### config.mk
export PLATFORM = sky130hd
export DESIGN_NAME = display_scan_ctrl
export DESIGN_NICKNAME = d
export VERILOG_FILES = /design/src/rtl/display_scan_ctrl.sv
export SDC_FILE = /design/constraint.sdc
export NUM_CORES = 1
export LEC_CHECK = 0
export BUFFER_PORTS_ARGS = -buffer_cell sky130_fd_sc_hd__buf_2
export CAP_MARGIN = 15
export CORE_ASPECT_RATIO = 1.5
export CORE_UTILIZATION = 55
export CTS_CLUSTER_DIAMETER = 50
export DETAILED_ROUTE_END_ITERATION = 10
export PLACE_DENSITY = 0.75
export SETUP_SLACK_MARGIN = 0.3
export SYNTH_ARGS = -nofsm -noshare
export SYNTH_HDL_FRONTEND = slang
export SYNTH_SLANG_ARGS = --single-unit
### constraint.sdc
create_clock -name clk -period 6 [get_ports clk]
set_input_delay 1.2 -clock clk [delete_from_list [all_inputs] [get_ports clk]]
set_output_delay 1.2 -clock clk [all_outputs]
set_load 0.05 [all_outputs]
### src/rtl/display_scan_ctrl.sv
// Multiplexed 7-segment scan controller: double-buffered BCD word,
// one-hot digit scan with blank gaps, leading-zero and bad-code blanking.
module display_scan_ctrl #(
  parameter int NUM_DIGITS   = 4,
  parameter int SHOW_CYCLES  = 50000,
  parameter int BLANK_CYCLES = 500
) (
  input  logic                    clk,
  input  logic                    rst,
  input  logic                    enable,
  input  logic                    blank_lz,
  input  logic                    load,
  input  logic [4*NUM_DIGITS-1:0] value_in,
  output logic                    b0,
  output logic                    b1,
  output logic                    b2,
  output logic                    b3,
  output logic [NUM_DIGITS-1:0]   dig_en,
  output logic                    load_ack,
  output logic                    frame_tick,
  output logic                    bcd_err
);

  localparam int MAXC = (SHOW_CYCLES > BLANK_CYCLES) ? SHOW_CYCLES : BLANK_CYCLES;
  localparam int CW = (MAXC > 1) ? $clog2(MAXC) : 1;
  localparam int IW = $clog2(NUM_DIGITS);
  localparam logic [CW-1:0] SH_LAST = CW'(SHOW_CYCLES - 1);
  localparam logic [CW-1:0] BL_LAST = CW'(BLANK_CYCLES - 1);
  localparam logic [IW-1:0] IX_LAST = IW'(NUM_DIGITS - 1);

  typedef enum logic [1:0] {IDLE, BLANK, SHOW} state_t;

  state_t                  state_q, state_d;
  logic [4*NUM_DIGITS-1:0] pending, active, act_nx;
  logic                    pend_v;
  logic [IW-1:0]           idx, nidx;
  logic [CW-1:0]           cnt;
  logic [3:0]              bcd, cur, bcd_nx;
  logic [NUM_DIGITS-1:0]   lz_mask, onehot;
  logic                    last_blank, last_show, frame_end, xfer, supp;

  assign {b3, b2, b1, b0} = bcd;

  always_comb begin
    logic z;
    state_d    = state_q;
    z          = 1'b1;
    lz_mask    = '0;
    last_blank = (state_q == BLANK) && (cnt == BL_LAST);
    last_show  = (state_q == SHOW) && (cnt == SH_LAST);
    frame_end  = enable && last_show && (idx == IX_LAST);
    xfer       = pend_v && (frame_end || state_q == IDLE);
    act_nx     = xfer ? pending : active;
    nidx       = (state_q == IDLE || idx == IX_LAST) ? '0 : idx + 1'b1;
    bcd_nx     = act_nx[{nidx, 2'b00} +: 4];
    cur        = active[{idx, 2'b00} +: 4];
    onehot     = {{(NUM_DIGITS-1){1'b0}}, 1'b1} << idx;
    // digit i blanks when it and everything left of it is zero
    for (int i = NUM_DIGITS - 1; i >= 0; i--) begin
      z          = z && (active[4*i +: 4] == 4'd0);
      lz_mask[i] = z;
    end
    lz_mask[0] = 1'b0;
    supp       = (cur > 4'd9) || (blank_lz && lz_mask[idx]);
    if (!enable) begin
      state_d = IDLE;
    end else begin
      unique case (state_q)
        IDLE:    state_d = BLANK;
        BLANK:   if (last_blank) state_d = SHOW;
        SHOW:    if (last_show) state_d = BLANK;
        default: state_d = IDLE;
      endcase
    end
  end

  always_ff @(posedge clk) begin
    if (rst) begin
      state_q    <= IDLE;
      pending    <= '0;
      active     <= '0;
      pend_v     <= 1'b0;
      idx        <= '0;
      cnt        <= '0;
      bcd        <= '0;
      dig_en     <= '0;
      load_ack   <= 1'b0;
      frame_tick <= 1'b0;
      bcd_err    <= 1'b0;
    end else begin
      state_q    <= state_d;
      load_ack   <= xfer;
      frame_tick <= frame_end;
      if (xfer) begin
        active <= pending;
        pend_v <= 1'b0;
      end
      if (load) begin
        pending <= value_in;
        pend_v  <= 1'b1;
      end
      if (!enable) begin
        idx    <= '0;
        cnt    <= '0;
        dig_en <= '0;
      end else begin
        unique case (state_q)
          IDLE: begin
            idx    <= '0;
            cnt    <= '0;
            dig_en <= '0;
            bcd    <= bcd_nx;
          end
          BLANK: begin
            if (last_blank) begin
              cnt    <= '0;
              dig_en <= supp ? '0 : onehot;
              if (cur > 4'd9) bcd_err <= 1'b1;
            end else begin
              cnt <= cnt + 1'b1;
            end
          end
          SHOW: begin
            if (last_show) begin
              cnt    <= '0;
              idx    <= nidx;
              dig_en <= '0;
              bcd    <= bcd_nx;
            end else begin
              cnt <= cnt + 1'b1;
            end
          end
          default: begin
            idx    <= '0;
            cnt    <= '0;
            dig_en <= '0;
          end
        endcase
      end
    end
  end

endmodule
==> reports/results.ini, run 1 <==
[sta]
drv_slew=0
setup_tns_ns=0
hold_violations=0
setup_viol=0
fmax_mhz=386
relSlewSlack_pct=29.2
rsz0062_at_grt=false
finalHoldWorstSlack_ns=0.455
period_minus_slack_ns=2.59
skew_ns=0.00632
layout_worst_path_cycle_share_pct=43.2
tightest_slew_ns=1.06

[pwr]
power.density_mw_per_mm2=264
leakage_nw=1.25
ir_worst_vdd_mv=0.190
total_power_mw=0.890

[floorplanning]
start_util_pct=57.6
rows=32
die_w_um=62.3
coreArea_mm2=0.00520
fp.dieArea_mm2=0.00576
io-pin-count=32
die_y_um=92.5

[grt]
grt.total_usage_pct=24.5
grt_pass1_wl_um=10900
antenna_found_initial=0
grt.overflow.total=0
grt_max_degree=39
grt_pass1_vias=2367

[clocking]
cts_root_buf=clkbuf_8
cts_resized=0
insertion_delay_ns=0.35
cts.sinks=64
holdBufCountCts=0
path_clk_slew_ns=0.06
postCtsSetupBuffers=0
cts-htree-levels=3
clockBufferDepth=2
cts_tree=built
cts_made_buffers=9

[worst_setup_path]
end_kind=flip-flop
arrival_ns=2.82
worstSetupStartpointType=flip-flop
cp_max_fo=11
slowest_stage=dfxtp_1
startpoint=idx[0]
crit_chain=inv_1 > ha_1 > nor4bb_1 > and4_1 > nand3b_1 > o221ai_1 > a21oi_1
cp.required_ns=6.23
r2r-start=idx[0]
crit_type=reg2reg
max_stage_delay_ns=0.58

[synthesis]
seq_area_frac_synth_pct=42.7
syn_area_per_cell_um2=9.01
ys_ff_latch=64
synth_cell_types=45
ys_top_cells_by_count=dfxtp_1, nand2_1, nor2_1
syn_inst=333
ys_warn_count=0
yosys-top-cells-area=dfxtp_1, mux2i_1, nand2_1
ys.flop_type=dfxtp_1
synth_area_mm2=0.00300
synth.most_common_cell=dfxtp_1
async_flop_share_pct=0
synth-edff-count=0
syn-num-nets=362
synth_top_area_share_pct=42.7
synth_area_leader_cell=dfxtp_1

[final_layout]
drive_gt1_share_pct=17.9
final_area_mm2=0.00336
fillers=472
area_growth_syn_to_layout_pct=12.1
antenna-diode-count=0
nNetsFinal=387

[detailed_routing]
vias=2448
routed_wl_um=6360
firstDrtPassIters=4
drcViolationCount=0
avgViaCountPerCell=5.68
ant_nets=0
drt_iter0_drc=78
drt-wirelength-per-cell_um=14.8

[flow_run]
drv_cap=0

[min_path]
hp-class=reg2reg
min_from=active[0]

[outcome]
status=complete, no violations

[place]
port_buffers=31
place_area_mm2=0.00317
place_congestion=0.854
dpl.hpwl_um=4630

[per-stage QoR]
stage	utilization [%]	instances	setup slack, ns
after floorplan	-	333	3.59
after global placement	60.8	415	3.21
after detailed placement	60.8	415	3.10
after CTS	64.6	431	3.42
after global routing	64.6	431	3.23
final	64.6	431	3.41
[area by class of cell]
type	count	area, um^2	share of cell area, %
inverter	8	30.0	0.893
multi-input combinational	243	1610	47.8
tap	68	85.1	2.53
clock buffer	13	159	4.72
clock inverter	3	40.0	1.19
timing repair buffer	32	163	4.83
sequential	64	1280	38.1
[state kept, by name, indices dropped and copies added (netlist names)]
name        cells
idx             2
bcd             4
active         16
pending        16
cnt            16
bcd_err         1
frame_tick      1
pend_v          1
state_q         2
dig_en          4
load_ack        1
[layout by cell type (no fill, tap or decap), drive strengths merged, types with 9 or more instances in the layout]
| master | instances |
|---|---|
| nor2 | 42 |
| o211ai | 10 |
| nand3 | 9 |
| dfxtp | 64 |
| nand2 | 40 |
| a21oi | 26 |
| buf | 32 |
| clkbuf | 13 |
| nand4 | 16 |
| mux2i | 24 |
[where the power goes]
part	total [mW]	leakage (nW)	switching [mW]	internal [mW]
logic	0.0720	0.626	0.0446	0.0274
registers	0.447	0.521	0.00932	0.437
clock network	0.371	0.103	0.158	0.213
[worst max-delay path: cells and delay by family, from the launching register on]
family	cells	cell delay [ns]
AOI/OAI and AO/OA	2	0.38
adders and majority gates	1	0.32
buffers and inverters	1	0.12
DFF	1	0.58
and+or+nand+nor	3	1.08
[kinds of logic after synthesis]
family / count (synthesis) / synth area share (%)
compound gates: 62 / 14.8
mux: 24 / 8.01
fa+ha+maj: 8 / 3.34
xor+xnor: 14 / 4.09
simple gates: 135 / 23.1
flops: 64 / 42.7
buf+inv: 26 / 3.92
[per-layer routing]
metal / vias to the layer above / track usage, % / wire length (um)
met5: - / 0 / 0
met1: 1148 / 25.5 / 2590
li1: 1243 / - / -
met3: 17 / 5.91 / 211
met4: 0 / 16.1 / 189
met2: 40 / 43.3 / 3360
[final timing paths]
path | to | slack [ns] | cells after the start
max | bcd[2] | 3.41 | 7
min | active[0] | 0.45 | 2
max reg2reg | bcd[2] | 3.41 | 7
min reg2reg | active[0] | 0.45 | 2
(Power assumes the default switching activity.)
==> run 2, diff against run 1 <==
CORE_UTILIZATION = 52   (was 55)
clock period = 2.2 ns   (was 6 ns; I/O delays follow)
==> run 2 against run 1 <==
Compared with the run above:
- core utilization up 5.3 points
- clock skew grew 0.0032 ns
- worst hold slack got worse by 0.13 ns
- largest power group unchanged
- highest routed layer unchanged
==> reports/results.ini, run 2 (synthesis gave the netlist of run 1 again) <==
[detailed_routing]
drt_iter0_drc=157  ; +100%
avgViaCountPerCell=5.75  ; +1.2%
drt-wirelength-per-cell_um=16.9  ; +14%
routed_wl_um=7920  ; +25%
vias=2697  ; +10%
ant_nets=0  ; unchanged
firstDrtPassIters=4  ; unchanged
drcViolationCount=0  ; unchanged

[outcome]
status=complete, no violations

[floorplanning]
start_util_pct=54.2  ; -3.4 points
io-pin-count=32  ; unchanged
rows=33  ; +3.1%
coreArea_mm2=0.00553  ; +6.3%
fp.dieArea_mm2=0.00608  ; +5.6%
die_w_um=64.0  ; +2.8%
die_y_um=95.0  ; +2.8%

[worst_setup_path]
crit_type=reg2reg
worstSetupStartpointType=flip-flop
crit_top_cell=buf_4
end_kind=flip-flop
cp.required_ns=2.43  ; -3.80 ns
arrival_ns=2.23  ; -0.59 ns
cp_max_fo=6  ; -5
max_stage_delay_ns=0.58  ; about the same
crit_chain=or4_4 > o41ai_4 > buf_4 > buf_4 > nand4_1 > o211ai_1 > a21oi_1
slowest_stage=or4_4

[sta]
relSlewSlack_pct=62.7  ; +34 points
drv_slew=0  ; unchanged
layout_worst_path_cycle_share_pct=91.0  ; +48 points
setup_tns_ns=0  ; unchanged
finalHoldWorstSlack_ns=0.329  ; -0.126 ns
setup_viol=0  ; unchanged
period_minus_slack_ns=2.00  ; -0.590 ns
fmax_mhz=500  ; +29%
rsz0062_at_grt=true
tightest_slew_ns=0.558  ; -0.498 ns
hold_violations=0  ; unchanged
skew_ns=0.00955  ; +0.00323 ns

[clocking]
cts.sinks=64  ; unchanged
path_clk_slew_ns=0.07  ; about the same
cts_tree=built
cts_made_buffers=9  ; unchanged
cts_root_buf=clkbuf_8
cts-htree-levels=3  ; unchanged
clockBufferDepth=2  ; unchanged
insertion_delay_ns=0.35  ; about the same

[grt]
grt.overflow.total=0  ; unchanged
grt_pass1_vias=2631  ; +11%
antenna_found_initial=0  ; unchanged
grt_pass1_wl_um=11800  ; +8.7%
grt.total_usage_pct=25.7  ; +1.3 points
grt_max_degree=38  ; -2.6%

[place]
dpl.hpwl_um=4950  ; +7.0%
place_congestion=0.955  ; +12%
dpl.cell_count=429  ; +3.4%
port_buffers=31  ; unchanged
place_area_mm2=0.00328  ; +3.8%

[final_layout]
layout_commonest_cell=dfxtp_1
drive_gt1_share_pct=35.3  ; +17 points
antenna-diode-count=0  ; unchanged
final_area_mm2=0.00387  ; +15%
mostFrequentLayoutCells=dfxtp_1, nand2_1, buf_4
layoutNonFillerInstCount=469  ; +8.8%
nNetsFinal=426  ; +10%
largest_registers=active (16), cnt (16), pending (16)
area_growth_syn_to_layout_pct=28.9

[flow_run]
drv_cap=0  ; unchanged

[pwr]
leakage_nw=1.45  ; +16%
power.density_mw_per_mm2=582  ; +120%
ir_worst_vdd_mv=0.438  ; +130%

[min_path]
hp-class=in2reg

run 2: metal layers:
layer  wire length (um)  up-vias  track usage, %
met1               3070     1289            26.5
li1                   -     1317               -
met4                201        0            14.8
met2               4330       75            46.7
met3                313       16            6.34
met5                  0        -               0
run 2: power by group:
| group | internal, mW | switching, mW |
|---|---|---|
| Combinational | 0.0989 | 0.135 |
| Clock | 0.386 | 0.416 |
| Sequential | 1.19 | 0.0272 |
| Total | 1.67 | 0.578 |
run 2: critical path: cells and delay by family, from the launching register on:
| kind | cells | cell delay [ns] |
|---|---|---|
| simple gates | 2 | 0.71 |
| compound gates | 3 | 0.45 |
| flops | 1 | 0.36 |
| buf+inv | 2 | 0.36 |
run 2: worst paths after layout:
check / from / end / slack (ns) / cells past startpoint
hold reg to reg: pending[13] / active[13] / 0.45 / 2
setup / recovery: cnt[12] / bcd[3] / 0.20 / 7
setup reg to reg: cnt[12] / bcd[3] / 0.20 / 7
hold / removal: value_in[1] / pending[1] / 0.33 / 3
run 2: through the flow:
stage               worst slack (ns)  power [mW]  util [%]
detailed placement            0.0627        1.45      59.4
CTS                            0.281        2.24      64.6
global placement              0.0865        1.44      59.4
finish                         0.199        2.25      69.9
global route                   0.151        2.34      69.9
floorplan                      0.267        1.38         -
run 2: timing repair:
action / 4_1_cts / 5_1_grt
cloned: 0 / 1
endpoints found under the setup margin: 41 / 40
pin swaps: 3 / 18
gates resized for setup: 15 / 45
hold buffers: 0 / 0
setup buffers: 11 / 15
run 2: final cells by class:
cell class	instances	area [um^2]
clock inverters	2	10.0
repair buffers	71	493
flip-flops and latches	64	1310
fillers	442	1660
clock buffers	11	131
multi-input cells	243	1810
well taps	70	87.6
inverters	8	32.5
==> run 3, diff against run 2 <==
CORE_UTILIZATION = 55   (was 52)
clock period = 2.54 ns   (was 2.2 ns; I/O delays follow)
==> run 3 against run 2 <==
Compared with the run above:
- die area decreased by 5.3%
- clock-buffer cell count decreased by 1
- total power decreased by 8.1%
- largest power group unchanged
- final cell count decreased by 5.5%
- via count decreased by 6.1%
==> reports/results.ini, run 3 (synthesis gave the netlist of run 1 again) <==
[outcome]
status=complete, no violations

[worst_setup_path]
startpoint=cnt[0]
end_kind=flip-flop
r2r-start=cnt[0]
cp_max_fo=7  ; +1
arrival_ns=2.42  ; +0.19 ns
cp.required_ns=2.81  ; +0.38 ns
worstSetupStartpointType=flip-flop
crit_type=reg2reg

[floorplanning]
coreArea_mm2=0.00520  ; -5.9%
rows=32  ; -3.0%
start_util_pct=57.6  ; +3.4 points
die_y_um=92.5  ; -2.7%
io-pin-count=32  ; unchanged
die_w_um=62.3  ; -2.7%
fp.dieArea_mm2=0.00576  ; -5.3%

[pwr]
total_power_mw=2.07  ; -8.1%
ir_worst_vdd_mv=0.515  ; +17%
power.switching_mw=0.518  ; -10%
leakage_nw=1.30  ; -11%
power_frac_comb_pct=8.7  ; -1.7 points
swShare_pct=25.0  ; -0.66 points
seq_power_share_pct=51.0  ; -3.0 points
p_clk_share_pct=40.3  ; +4.6 points
p_int_mw=1.55  ; -7.3%
power.density_mw_per_mm2=598  ; +2.9%

[place]
port_buffers=31  ; unchanged
place_congestion=0.856  ; -10%
dpl.hpwl_um=4870  ; -1.6%
place_ws_ns=0.263  ; +0.200 ns
place_area_mm2=0.00324  ; -1.3%

[detailed_routing]
drt-wirelength-per-cell_um=15.3  ; -9.4%
vias=2533  ; -6.1%
drt_iter0_drc=180  ; +15%
avgViaCountPerCell=5.72  ; -0.57%
firstDrtPassIters=6  ; +2
ant_nets=0  ; unchanged
drcViolationCount=0  ; unchanged
routed_wl_um=6780  ; -14%

[sta]
setup_tns_ns=0  ; unchanged
fmax_mhz=466  ; -6.7%
setup_ws_ns=0.395  ; +0.196 ns
skew_ns=0.00552  ; -0.00402 ns
tightest_slew_ns=0.607  ; +0.0489 ns
relSlewSlack_pct=59.1  ; -3.6 points
setup_viol=0  ; unchanged
layout_worst_path_cycle_share_pct=84.4  ; -6.5 points
drv_slew=0  ; unchanged
hold_violations=0  ; unchanged
rsz0062_at_grt=false
period_minus_slack_ns=2.14  ; +0.144 ns

[grt]
grt_pass1_wl_um=11000  ; -6.9%
grt_max_degree=38  ; unchanged
grt.total_usage_pct=24.6  ; -1.1 points
grt.overflow.total=0  ; unchanged
antenna_found_initial=0  ; unchanged
grt_pass1_vias=2374  ; -9.8%

[clocking]
cts-htree-levels=3  ; unchanged
insertion_delay_ns=0.35  ; about the same
cts_tree=built
cts_root_buf=clkbuf_8
cts_made_buffers=9  ; unchanged
holdBufCountCts=0  ; unchanged
cts.sinks=64  ; unchanged
path_clk_slew_ns=0.07  ; about the same
clockBufferDepth=2  ; unchanged

[final_layout]
nNetsFinal=399  ; -6.3%
area_growth_syn_to_layout_pct=15.2
mostFrequentLayoutCells=dfxtp_1, nand2_1, nor2_1
antenna-diode-count=0  ; unchanged
final_area_mm2=0.00346  ; -11%
largest_registers=active (16), cnt (16), pending (16)
layout_commonest_cell=dfxtp_1
fillers=447  ; +1.1%
regArea_mm2=0.00128  ; -2.0%
drive_gt1_share_pct=21.6  ; -14 points
multiInputGateArea_mm2=0.00162  ; -11%

[min_path]
hp-class=in2reg
min_from=value_in[2]

[flow_run]
drv_cap=0  ; unchanged

[run 3: changes by cell type in the layout (fill, tap and decap cells not counted), sizes merged]
cell / change
bufinv: +1
buf: -26
clkinvlp: +2
clkbuf: -2
clkinv: +1
[run 3: worst paths after layout]
path / slack [ns] / depth (start not counted) / endpoint
setup / recovery: 0.40 / 8 / bcd[0]
hold reg to reg: 0.46 / 2 / active[14]
hold / removal: 0.39 / 3 / pending[2]
setup reg to reg: 0.40 / 8 / bcd[0]
[run 3: critical path, cell delays in order, from the launching register on]
cell and delay, ns:
dfxtp_1 0.41, ha_2 0.26, nand4_1 0.11, buf_4 0.18, o41ai_4 0.41, buf_4 0.23
o211a_4 0.19, o221ai_1 0.11, a21oi_1 0.16
[run 3: metal layers]
metal	up-vias	global-route usage, %	wire [um]
li1	1260	-	-
met5	-	0	0
met2	66	42.7	3600
met4	0	17.1	238
met1	1186	27.2	2720
met3	21	4.19	218
[run 3: power by group through the flow]
stage / registers, mW / clock network [mW] / logic [mW]
3_3_place_gp: 1.08 / 0 / 0.176
5_1_grt: 1.06 / 0.887 / 0.195
2_1_floorplan: 1.09 / 0 / 0.110
3_5_place_dp: 1.08 / 0 / 0.179
4_1_cts: 1.05 / 0.846 / 0.180
6_report: 1.05 / 0.833 / 0.181
[run 3: cell type report]
| type | instances | share of cell area (%) |
|---|---|---|
| multi-input combinational | 243 | 46.8 |
| sequential | 64 | 37.1 |
| timing repair buffer | 44 | 7.42 |
| clock buffer | 10 | 3.69 |
| tap | 68 | 2.46 |
| clock inverter | 6 | 1.74 |
| inverter | 8 | 0.869 |
[run 3: timing repair]
item | CTS | global route
setup endpoints to repair | 22 | 23
setup buffers | 2 | 0
resized for setup | 1 | 3
pin swaps | 1 | 1
[run 3: metrics by stage]
stage | utilization [%] | instances | hold WS, ns
detailed placement | 62.3 | 425 | 0.451
floorplan | - | 333 | 0.431
finish | 66.4 | 443 | 0.387
global placement | 62.3 | 425 | 0.443
global route | 66.4 | 443 | 0.397
CTS | 66.2 | 443 | 0.385
